File: src/rtl/usb_task_sched.sv
// Round-robin front-end for the read/write datapath: grants one requester at a
// time, issues its task, retries failed/timed-out attempts, and returns status.

module usb_task_sched_port #(
  parameter int IW  = 1,
  parameter int IDX = 0
) (
  input  logic          i_grant_en,
  input  logic [IW-1:0] i_grant_sel,
  input  logic          i_resp_en,
  input  logic [IW-1:0] i_resp_sel,
  output logic          o_ready,
  output logic          o_resp
);
  assign o_ready = i_grant_en && (i_grant_sel == IW'(IDX));
  assign o_resp  = i_resp_en  && (i_resp_sel  == IW'(IDX));
endmodule

module usb_task_sched #(
  parameter int NREQ      = 2,
  parameter int MAX_RETRY = 2,
  parameter int TIMEOUT   = 1024
) (
  input  logic                  clk,
  input  logic                  rst_b,
  input  logic [NREQ-1:0]       req_valid,
  input  logic [NREQ-1:0][1:0]  req_tsk,
  input  logic [NREQ-1:0][15:0] req_mempage,
  input  logic [NREQ-1:0][63:0] req_data,
  output logic [NREQ-1:0]       req_ready,
  output logic [NREQ-1:0]       resp_valid,
  output logic                  resp_success,
  output logic [63:0]           resp_data,
  output logic [1:0]            tsk,
  output logic [15:0]           mempage,
  output logic [63:0]           data_in,
  output logic                  task_clr,
  input  logic                  task_done,
  input  logic                  task_success,
  input  logic [63:0]           read_data,
  output logic                  busy
);
  localparam int IW = (NREQ > 1) ? $clog2(NREQ) : 1;
  localparam int TW = $clog2(TIMEOUT + 1);
  localparam int RW = $clog2(MAX_RETRY + 2);

  typedef enum logic [2:0] {S_IDLE, S_ISSUE, S_WAIT, S_CLEAR, S_RESP} state_t;
  typedef struct packed {
    logic [1:0]  tsk;
    logic [15:0] page;
    logic [63:0] data;
  } task_t;

  state_t        r_state, w_next;
  task_t         r_task;
  logic [IW-1:0] r_g, r_last;
  logic [RW-1:0] r_retry;
  logic [TW-1:0] r_timer;
  logic          r_pend, r_ok, r_resp_ok;
  logic [63:0]   r_rdata, r_resp_data;

  logic          w_found, w_legal, w_tmo, w_drive;
  logic [IW-1:0] w_gidx;

  // Walk from farthest to nearest so the slot right after last_grant wins.
  always_comb begin
    logic [IW-1:0] w_sel;
    w_found = 1'b0;
    w_gidx  = '0;
    w_sel   = '0;
    for (int k = NREQ; k >= 1; k--) begin
      w_sel = IW'((int'(r_last) + k) % NREQ);
      if (req_valid[w_sel]) begin
        w_found = 1'b1;
        w_gidx  = w_sel;
      end
    end
  end

  assign w_legal = (req_tsk[w_gidx] == 2'b01) || (req_tsk[w_gidx] == 2'b10);
  assign w_tmo   = (r_timer == TW'(TIMEOUT - 1));

  always_ff @(posedge clk or negedge rst_b) begin
    if (!rst_b) r_state <= S_IDLE;
    else        r_state <= w_next;
  end

  always_comb begin
    w_next = r_state;
    unique case (r_state)
      S_IDLE:  if (w_found) w_next = w_legal ? S_ISSUE : S_RESP;
      S_ISSUE: w_next = S_WAIT;
      S_WAIT:  if (task_done || w_tmo) w_next = S_CLEAR;
      S_CLEAR: w_next = r_pend ? S_ISSUE : S_RESP;
      S_RESP:  w_next = S_IDLE;
      default: w_next = S_IDLE;
    endcase
  end

  always_ff @(posedge clk or negedge rst_b) begin
    if (!rst_b) begin
      r_task      <= '0;
      r_g         <= '0;
      r_last      <= IW'(NREQ - 1);
      r_retry     <= '0;
      r_timer     <= '0;
      r_pend      <= 1'b0;
      r_ok        <= 1'b0;
      r_rdata     <= '0;
      r_resp_ok   <= 1'b0;
      r_resp_data <= '0;
    end else begin
      unique case (r_state)
        S_IDLE: if (w_found) begin
          r_task  <= '{tsk: req_tsk[w_gidx], page: req_mempage[w_gidx], data: req_data[w_gidx]};
          r_g     <= w_gidx;
          r_retry <= '0;
          r_ok    <= 1'b0;
          r_rdata <= '0;
          // Illegal codes skip the datapath and report failure directly.
          if (!w_legal) begin
            r_resp_ok   <= 1'b0;
            r_resp_data <= '0;
          end
        end
        S_ISSUE: r_timer <= '0;
        S_WAIT: begin
          r_timer <= r_timer + 1'b1;
          if (task_done && task_success) begin
            r_ok    <= 1'b1;
            r_rdata <= (r_task.tsk == 2'b01) ? read_data : '0;
          end else if (task_done || w_tmo) begin
            if (r_retry < RW'(MAX_RETRY)) begin
              r_retry <= r_retry + 1'b1;
              r_pend  <= 1'b1;
            end else begin
              r_ok    <= 1'b0;
              r_rdata <= '0;
            end
          end
        end
        S_CLEAR: begin
          r_pend <= 1'b0;
          if (!r_pend) begin
            r_resp_ok   <= r_ok;
            r_resp_data <= r_rdata;
          end
        end
        S_RESP: begin
          r_last  <= r_g;
          r_retry <= '0;
        end
        default: ;
      endcase
    end
  end

  assign w_drive      = (r_state == S_ISSUE) || (r_state == S_WAIT);
  assign tsk          = w_drive ? r_task.tsk  : '0;
  assign mempage      = w_drive ? r_task.page : '0;
  assign data_in      = w_drive ? r_task.data : '0;
  assign task_clr     = (r_state == S_CLEAR);
  assign busy         = (r_state != S_IDLE);
  assign resp_success = r_resp_ok;
  assign resp_data    = r_resp_data;

  // Grant is combinational in IDLE; held off while reset is asserted.
  for (genvar i = 0; i < NREQ; i++) begin : g_port
    usb_task_sched_port #(.IW(IW), .IDX(i)) u_port (
      .i_grant_en  (rst_b && (r_state == S_IDLE) && w_found),
      .i_grant_sel (w_gidx),
      .i_resp_en   (r_state == S_RESP),
      .i_resp_sel  (r_g),
      .o_ready     (req_ready[i]),
      .o_resp      (resp_valid[i])
    );
  end
endmodule

File: config.mk
export PLATFORM = sky130hd
export DESIGN_NAME = usb_task_sched
export DESIGN_NICKNAME = d
export VERILOG_FILES = /design/src/rtl/usb_task_sched.sv
export SDC_FILE = /design/constraint.sdc
export NUM_CORES = 1
export LEC_CHECK = 0
export ABC_AREA = 1
export BUFFER_PORTS_ARGS = -buffer_cell sky130_fd_sc_hd__buf_4
export CORE_MARGIN = 3
export CORE_UTILIZATION = 35
export CTS_CLUSTER_DIAMETER = 80
export DETAILED_ROUTE_END_ITERATION = 10
export GPL_TIMING_DRIVEN = 0
export PLACE_DENSITY = 0.66
export SETUP_SLACK_MARGIN = 0.3
export SKIP_LAST_GASP = 1
export SLEW_MARGIN = 30
export SYNTH_ARGS = -nofsm -noshare
export SYNTH_HDL_FRONTEND = slang
export SYNTH_HIERARCHICAL = 1
export SYNTH_SLANG_ARGS = --single-unit
File: constraint.sdc
create_clock -name clk -period 2.1 [get_ports clk]
set_input_delay 0.315 -clock clk [delete_from_list [all_inputs] [get_ports clk]]
set_output_delay 0.315 -clock clk [all_outputs]
set_load 0.05 [all_outputs]
==> results.toml, run 1 <==
[route]
dr.pass1.iters = 5
wirelength_mm = 37.5
drc = 0
vias = 10277
vias_per_cell = 4.91
ant_nets = 0
first_iter_violations = 676
wl_per_cell_um = 17.9

[placed_design]
place.port_buffers = 386
dp_hpwl_mm = 27.4
gp_congestion = 0.944

[critical_path]
rr_worst_depth = 7
setup.worst_path.end = "data_in[33]"
cp-end-kind = "primary output"
crit_path_start_kind = "flop"
slowest_delay_ns = 0.36
reg2reg_from = "r_last$_DFFE_PN1P_"
r2r_end = "r_task[45]$_DFFE_PN0P_"
slowest_stage = "dfrtp_1"
crit_chain = "inv_2 -> nor2_4 -> nand2_2 -> nand2_4 -> inv_6 -> buf_12 -> clkbuf_16 -> nor2_4 -> buf_8"
startpoint = "r_state[1]$_DFFE_PN0P_"
path_max_fanout = 6
cp.arrival_ns = 1.94
cp.required_ns = 1.78
critPathKind = "reg2out"
r2r_slack_ns = 0.22
cp_common_cell = "nor2_4"

[sta]
tns_ns = -7.49
relSlewSlack_pct = 53.6
rsz0062_at_grt = "yes"
period_share_pct = 107
max_freq_ghz = 0.444
hold_viol = 71
slew_viol_final = 0
worst_slew_pin_slew_ns = 0.695
fin_skew_ns = 0.00959
setup_violations = 84
period_needed_ns = 2.25
fin_hold_ws_ns = -0.302
setup_slack_ns = -0.155

[die]
die_h_um = 178
rows = 62
dieArea_um2 = 31500
start_util_pct = 35.7
ios = 387
die_w_um = 178
core_um2 = 28900

[finish]
antennaDiodeCount = 0
final_nets = 1929
fill_cells = 2637
final_common_cell = "nand2_1"
drive_gt1_share_pct = 37.1
syn_to_final_growth_pct = 56.8
layout_common_cells = "442 x nand2_1, 328 x buf_4, 229 x dfrtp_1, 102 x inv_1, 83 x a21oi_1"

[synthesis]
yosysTopAreaCellShare_pct = 55.9
synth_edf_count = 0
postSynthCellCount = 1244
async_flop_share_pct = 100
ys_seq_area_share_pct = 56.1
synth_seq_cells = 231
synthFlopType = "dfrtp_1"
synth_area_per_cell_um2 = 8.28
synthTopCellsByArea = "dfrtp_1 56%, nand2_1 16%, a22oi_1 5.8%, a21oi_1 4.1%, inv_1 3.8%"
syn-cell-area_um2 = 10300
yosysTopAreaCell = "dfrtp_1"
ys_types = 31
yosys_warnings = 6
synth_nets = 1479

[global_route]
grt_overflow = 0
grt_max_degree = 82
grt.total_usage_pct = 22.9
grt_pass1_vias = 10331
antenna_found_initial = 0
grt_pass1_wl_mm = 57.0

[worst_hold_path]
hold_class = "in2async"

[cts]
cts.path.max_buffers = 3
cts_tree = "built"
cts_root_buffer = "clkbuf_16"
cts.clk_slew.worst_paths_ns = 0.06
cts-buffers-inserted = 27
htreeDepth = 1
hold_buffers = 6
clkSinkCount = 231
clk_latency_ns = 0.53

[status]
violations = "negative hold slack, negative setup slack"
status = "complete, but fails checks"

[pwr]
powerDensity_nw_per_um2 = 1560
peakVddDrop_mv = 0.979
p_leak_nw = 8.67

[flow_run]
cap_violations = 0
-- report_power, final --
part / internal, W / switching [W]
Sequential: 0.00550 / 0.000375
Clock: 0.00289 / 0.00186
Combinational: 0.00534 / 0.00925
Total: 0.0137 / 0.0115
-- metal layers --
metal,GRT usage [%],up-vias,part of all wire (%)
met5,0,-,0
met4,9.52,0,5.0
met3,4.26,88,6.1
met2,37.5,343,48
met1,29.8,4983,41
li1,-,4863,-
-- how the worst min path moves through the flow --
stage                                      endpoint                    start  slack, ns  cells after the start
final                       r_rdata[47]$_DFFE_PN0P_                    rst_b      -0.30                      1
after global routing        r_rdata[50]$_DFFE_PN0P_                    rst_b      -0.27                      1
after CTS                    r_retry[1]$_DFFE_PN0P_                    rst_b      -0.30                      1
after detailed placement    r_rdata[51]$_DFFE_PN0P_                    rst_b       0.34                      1
after global placement    resp_data[31]$_DFFE_PN0P_  r_rdata[31]$_DFFE_PN0P_       0.45                      2
after floorplan                     r_g$_DFFE_PN0P_                    rst_b       0.02                      0
-- layout make-up --
class / count / area [um2] / share of cell area [%]
Sequential cell: 231 / 5780 / 35.8
Multi-Input combinational cell: 825 / 4250 / 26.3
Timing Repair Buffer: 421 / 3730 / 23.1
Clock buffer: 33 / 718 / 4.44
Buffer: 79 / 619 / 3.83
Tap cell: 384 / 480 / 2.97
Inverter: 109 / 417 / 2.58
Clock inverter: 10 / 160 / 0.991
-- critical path, delay by kind of cell (launching register included) --
family,cells,cell delay (ns)
DFF,1,0.36
and+or+nand+nor,4,0.42
buffers and inverters,5,0.62
-- state kept, by name, summed over array words and instances, names as in the netlist --
| signal | count |
|---|---|
| r_task | 82 |
| r_rdata | 64 |
| resp_data | 64 |
| r_timer | 11 |
| r_state | 3 |
| r_retry | 2 |
| r_g | 1 |
| r_last | 1 |
| r_ok | 1 |
| r_pend | 1 |
| resp_success | 1 |
-- cell families (layout without fill, tap and decap cells) --
logic type               count (synthesis)  after routing  share of synthesized area [%]
AND/OR/NAND/NOR                        638            638                           24.6
flip-flops                             231            231                           56.1
buffers and inverters                  188            652                           7.86
AO/OA/AOI/OAI                          184            184                           11.2
adder cells (fa/ha/maj)                  1              1                          0.121
XOR/XNOR                                 1              1                         0.0850
multiplexers                             1              1                          0.109
-- cells in the mapped netlist, types with 2 or more instances --
library cell / instances
a31oi_1: 2
o21ai_0: 9
nand4_1: 2
clkbuf_1: 30
buf_1: 6
nand3b_1: 2
dfrtp_1: 230
buf_6: 6
buf_4: 5
nor2_2: 5
nor2_1: 99
nand3_1: 77
inv_1: 104
buf_2: 32
a22oi_1: 80
nand2_2: 2
o22ai_1: 3
nand2_1: 449
a21oi_1: 85
inv_2: 5
-- repair_timing --
| item | in CTS | in global routing |
|---|---|---|
| gates cloned | 1 | 5 |
| buffers inserted | 16 | 5 |
| endpoints found under the hold margin | 77 | 71 |
| pin swaps | 10 | 8 |
| gates resized for setup | 193 | 64 |
| endpoints found under the setup margin | 257 | 297 |
-- stage by stage --
stage	util [%]	worst slack [ns]	total power (W)	instances	cell area (um2)
after floorplan	-	0.134	0.0142	1244	10600
after global placement	48.5	-1.73	0.0177	2014	14000
after detailed placement	48.7	-0.273	0.0178	2016	14100
after CTS	54.7	-0.172	0.0244	2082	15800
after global routing	56.0	-0.213	0.0264	2092	16200
final	56.0	-0.155	0.0252	2092	16200
Note: power is estimated with default switching activity, not from simulation.
==> run 2: changes to the inputs <==
--- a/config.mk
+++ b/config.mk
@@ -14,7 +14,6 @@
 export GPL_TIMING_DRIVEN = 0
 export PLACE_DENSITY = 0.66
 export SETUP_SLACK_MARGIN = 0.3
-export SKIP_LAST_GASP = 1
 export SLEW_MARGIN = 30
 export SYNTH_ARGS = -nofsm -noshare
 export SYNTH_HDL_FRONTEND = slang
==> run 2 against run 1 <==
- the run still ends with negative hold slack, negative setup slack left
- clock power about the same
- highest routed layer unchanged
- global-route usage grew 0.087 points
- worst hold slack better by 0.0037 ns
- via count increased by 0.15%
- sequential power hardly changed
- power grew 0.33%
- routed wire length increased by 0.37%
- final area up 0.50%
- register-to-register slack gained 0.05 ns
- combinational power barely moved
==> results.toml, run 2 (same netlist as run 1, synthesis figures left out) <==
[cts]
cts.clk_slew.worst_paths_ns = 0.06
clk_latency_ns = 0.53
htreeDepth = 1
hold_buffers = 6
cts_root_buffer = "clkbuf_16"
cts.path.max_buffers = 3
cts-buffers-inserted = 27
clkSinkCount = 231
cts_tree = "built"

[pwr]
p_leak_nw = 8.69
p_int_w = 0.0138
p_comb_share_pct = 57.9
peakVddDrop_mv = 0.979
clock_power_share_pct = 18.8
seq_power_share_pct = 23.3
p_switching_w = 0.0115
powerDensity_nw_per_um2 = 1560
power.share.switching_pct = 45.6

[route]
ant_nets = 0
vias = 10292
first_iter_violations = 684
drc = 0
dr.pass1.iters = 5
wl_per_cell_um = 18.0
vias_per_cell = 4.92
wirelength_mm = 37.7

[placed_design]
place_inst = 2016
post_dp_cell_area_um2 = 14100
dp_slack_ns = -0.273
gp_congestion = 0.944
place.port_buffers = 386
dp_hpwl_mm = 27.4

[global_route]
grtUsageMet3_pct = 4.28
grt.busiest_layer = "met2"
grt_pass1_wl_mm = 57.1
grtUsageMet2_pct = 37.5
grt_max_degree = 82
antenna_found_initial = 0
grt_overflow = 0
grt_use_met1_pct = 29.9
grt_pass1_vias = 10372
grt.total_usage_pct = 23.0

[finish]
final_common_cell = "nand2_1"
postLayoutCellArea_um2 = 16200
drive_gt1_share_pct = 37.6
antennaDiodeCount = 0
stdcell_count = 2091
final_nets = 1928
syn_to_final_growth_pct = 57.6
top_register = "r_task"
largest_reg_flops = 82
fin_util_pct = 56.3
layout_common_cells = "442 x nand2_1, 328 x buf_4, 229 x dfrtp_1, 102 x inv_1, 80 x a22oi_1"

[critical_path]
slowest_stage = "dfrtp_2"
path_max_fanout = 6
cp.required_ns = 1.78
critPathKind = "reg2out"
crit_chain = "nor2_4 -> nand2_2 -> nand2_4 -> inv_6 -> clkbuf_16 -> clkbuf_16 -> nor2_4 -> buf_6"
cp-end-kind = "primary output"
slowest_delay_ns = 0.44
cp.arrival_ns = 1.92
crit_path_start_kind = "flop"

[sta]
rsz0062_at_grt = "yes"
relSlewSlack_pct = 63.7
hold_viol = 71
fin_hold_ws_ns = -0.299
max_freq_ghz = 0.448
worst_slew_pin_slew_ns = 0.544
slew_viol_final = 0
period_needed_ns = 2.23
setup_violations = 83
setup_slack_ns = -0.130
period_share_pct = 106
fin_skew_ns = 0.0110

[status]
violations = "negative hold slack, negative setup slack"
status = "complete, but fails checks"

[die]
start_util_pct = 35.7
dieArea_um2 = 31500
core_um2 = 28900
die_w_um = 178
rows = 62
ios = 387
die_h_um = 178

[worst_hold_path]
hold_class = "in2async"

[flow_run]
cap_violations = 0
==> run 2: cell types whose count changed in the layout (fill, tap and decap cells not counted), sizes merged <==
cell / delta
buf: -1
==> run 2: metrics by stage <==
step           power, W  setup TNS [ns]
6_report         0.0253           -7.32
5_1_grt          0.0265          -14.48
4_1_cts          0.0246           -8.76
3_5_place_dp     0.0178           -4.06
3_3_place_gp     0.0177         -275.63
2_1_floorplan    0.0142               0
==> run 2: worst paths after layout <==
path	startpoint	endpoint	slack [ns]	cells after the start
setup reg to reg	r_state[1]$_DFFE_PN0P_	resp_data[44]$_DFFE_PN0P_	0.27	11
hold / removal	rst_b	r_rdata[47]$_DFFE_PN0P_	-0.30	1
hold reg to reg	r_rdata[56]$_DFFE_PN0P_	r_rdata[56]$_DFFE_PN0P_	0.47	2
setup / recovery	r_state[2]$_DFFE_PN0P_	data_in[39]	-0.13	8
min in group clk	read_data[54]	r_rdata[54]$_DFFE_PN0P_	0.02	3
max in group asynchronous	rst_b	r_task[74]$_DFFE_PN0P_	1.61	2
==> run 2: area by class of cell <==
class | count | area, um2
Fill cell | 2622 | 12600
Sequential cell | 231 | 5780
Multi-Input combinational cell | 825 | 4300
Timing Repair Buffer | 420 | 3730
Clock buffer | 33 | 718
Buffer | 79 | 661
Tap cell | 384 | 480
Inverter | 109 | 417
Clock inverter | 10 | 160
==> run 2: critical path: cells and delay by family, from the launching register on <==
family	cells	cell delay (ns)
buffers and inverters	4	0.56
flip-flops	1	0.44
AND/OR/NAND/NOR	4	0.38
==> run 2: layer usage <==
| layer | share of wire (%) | wire length [um] | vias to the layer above |
|---|---|---|---|
| li1 | - | - | 4853 |
| met1 | 41 | 15400 | 4989 |
| met2 | 48 | 18100 | 363 |
| met3 | 6.1 | 2300 | 87 |
| met4 | 4.8 | 1820 | 0 |
| met5 | 0 | 0 | - |
==> run 2: timing repair <==
| item | CTS | global route |
|---|---|---|
| resized for setup | 215 | 81 |
| gates cloned | 1 | 5 |
| pin swaps | 11 | 14 |
| buffers inserted | 16 | 4 |
| hold endpoints to repair | 77 | 71 |
| endpoints found under the setup margin | 257 | 297 |
==> run 2: power groups by stage <==
stage	clock network [W]	registers, W	logic [W]
2_1_floorplan	0	0.00594	0.00822
3_3_place_gp	0	0.00591	0.0118
3_5_place_dp	0	0.00593	0.0119
4_1_cts	0.00485	0.00587	0.0139
5_1_grt	0.00503	0.00599	0.0155
6_report	0.00476	0.00589	0.0146
==> run 3: changes to the inputs <==
--- a/config.mk
+++ b/config.mk
@@ -12,6 +12,7 @@
 export CTS_CLUSTER_DIAMETER = 80
 export DETAILED_ROUTE_END_ITERATION = 10
 export GPL_TIMING_DRIVEN = 0
+export HOLD_SLACK_MARGIN = 0.1
 export PLACE_DENSITY = 0.66
 export SETUP_SLACK_MARGIN = 0.3
 export SLEW_MARGIN = 30
==> run 3 against run 2 <==
- the flow still finishes with violations (negative hold slack, negative setup slack)
- count of clock-buffer cells in the layout is the same
- core utilization grew 7.1 points
- clock power is essentially flat
- flip-flop and latch count is the same
- clock skew grew 0.0032 ns
- critical path type unchanged
- largest cell class is now non-clock buffers
- largest power group unchanged
==> results.toml, run 3 (same netlist as run 1, synthesis figures left out) <==
[critical_path]
crit_path_start_kind = "flop"
path_max_fanout = 3
r2r_slack_ns = 0.18
cp.required_ns = 1.78
reg2reg_from = "r_state[1]$_DFFE_PN0P_"
r2r_end = "r_task[46]$_DFFE_PN0P_"
setup.worst_path.end = "req_ready[0]"
critPathKind = "reg2out"
cp.arrival_ns = 1.95
startpoint = "r_state[1]$_DFFE_PN0P_"
cp-end-kind = "primary output"
rr_worst_depth = 9

[die]
core_um2 = 28900
ios = 387
start_util_pct = 35.7
die_h_um = 178
rows = 62
die_w_um = 178
dieArea_um2 = 31500

[finish]
fin_util_pct = 63.4
top_register = "r_task"
fill_cells = 2261
layout_common_cells = "446 x nand2_1, 327 x buf_4, 229 x dfrtp_1, 211 x dlygate4sd3_1, 102 x inv_1"
drive_gt1_share_pct = 33.3
final_common_cell = "nand2_1"
stdcell_count = 2298
largest_reg_flops = 82
final_nets = 2130
syn_to_final_growth_pct = 77.5
postLayoutCellArea_um2 = 18300

[global_route]
grt_pass1_wl_mm = 64.3
grt_overflow = 0
antenna_found_initial = 5
grt_max_degree = 82
grt_pass1_vias = 12055
grt.total_usage_pct = 25.7

[route]
first_iter_violations = 772
wl_per_cell_um = 18.7
dr.pass1.iters = 5
vias = 11576
wirelength_mm = 42.9
ant_nets = 0
drc = 0
vias_per_cell = 5.04

[sta]
period_share_pct = 108
rsz0062_at_grt = "yes"
setup_slack_ns = -0.164
relSlewSlack_pct = 64.7
slew_viol_final = 0
period_needed_ns = 2.26
fin_hold_ws_ns = -0.288
worst_slew_pin_slew_ns = 0.530
setup_violations = 83
hold_viol = 71
fin_skew_ns = 0.0141
max_freq_ghz = 0.442

[worst_hold_path]
hold_class = "in2async"

[status]
violations = "negative hold slack, negative setup slack"
status = "complete, but fails checks"

[pwr]
powerDensity_nw_per_um2 = 1430
p_leak_nw = 9.54
peakVddDrop_mv = 1.36

[cts]
cts_tree = "built"
clk_latency_ns = 0.53
hold_buffers = 211
clkSinkCount = 231
cts_root_buffer = "clkbuf_16"
cts.path.max_buffers = 3
cts.clk_slew.worst_paths_ns = 0.06
cts-buffers-inserted = 27
htreeDepth = 1

[flow_run]
cap_violations = 0

[placed_design]
place.port_buffers = 386
dp_hpwl_mm = 27.4
gp_congestion = 0.944
place_inst = 2016
post_dp_cell_area_um2 = 14100
run 3: per-layer routing:
metal | vias up | GRT usage (%) | part of all wire, % | wire (um)
met5 | - | 0 | 0 | 0
met4 | 0 | 14.7 | 6.3 | 2690
met3 | 170 | 5.80 | 7.1 | 3060
met2 | 559 | 42.8 | 49 | 21100
met1 | 5579 | 30.6 | 37 | 16000
li1 | 5268 | - | - | -
run 3: power breakdown:
| group | internal, W | switching, W | total, W | leakage (nW) |
|---|---|---|---|---|
| sequential | 0.00550 | 0.000404 | 0.00591 | 2.97 |
| clock | 0.00289 | 0.00187 | 0.00477 | 0.429 |
| combinational | 0.00570 | 0.00973 | 0.0154 | 6.14 |
run 3: metrics by stage:
step	setup WS, ns	TNS, ns	power, W	hold WS, ns
finish	-0.164	-6.63	0.0261	-0.288
global route	-0.268	-13.65	0.0273	-0.269
CTS	-0.172	-8.76	0.0249	-0.295
detailed placement	-0.273	-4.06	0.0178	0.341
global placement	-1.73	-275.63	0.0177	0.453
floorplan	0.134	0	0.0142	0.0194
run 3: worst min-delay path by stage:
stage | from | end | slack, ns | cells after the start
after global routing | rst_b | r_rdata[50]$_DFFE_PN0P_ | -0.27 | 1
after detailed placement | rst_b | r_rdata[51]$_DFFE_PN0P_ | 0.34 | 1
after global placement | r_rdata[31]$_DFFE_PN0P_ | resp_data[31]$_DFFE_PN0P_ | 0.45 | 2
after CTS | rst_b | r_retry[1]$_DFFE_PN0P_ | -0.30 | 1
after floorplan | rst_b | r_g$_DFFE_PN0P_ | 0.02 | 0
final | rst_b | r_rdata[46]$_DFFE_PN0P_ | -0.29 | 1
run 3: repair_timing:
action,in CTS,in global routing
resized for setup,215,82
setup buffers,16,2
hold endpoints to repair,215,71
setup endpoints to repair,257,297
gates cloned,1,4
pin swaps,11,8
run 3: worst max-delay path, stage by stage, from the launching register on:
cell and delay [ns]:
dfrtp_1 0.39, inv_2 0.12, nand2_1 0.17, nor2_4 0.16
nand2_1 0.10, nor2_4 0.15, inv_1 0.09, nor2_4 0.09
buf_6 0.16
run 3: layout make-up:
class	count	area, um2	area share, %
well taps	384	480	2.63
flip-flops and latches	231	5780	31.6
clock buffers	33	718	3.93
multi-input cells	825	4300	23.5
repair buffers	622	5780	31.6
diodes	5	12.5	0.0684
inverters	109	419	2.29
clock inverters	10	160	0.876
plain buffers	79	641	3.50
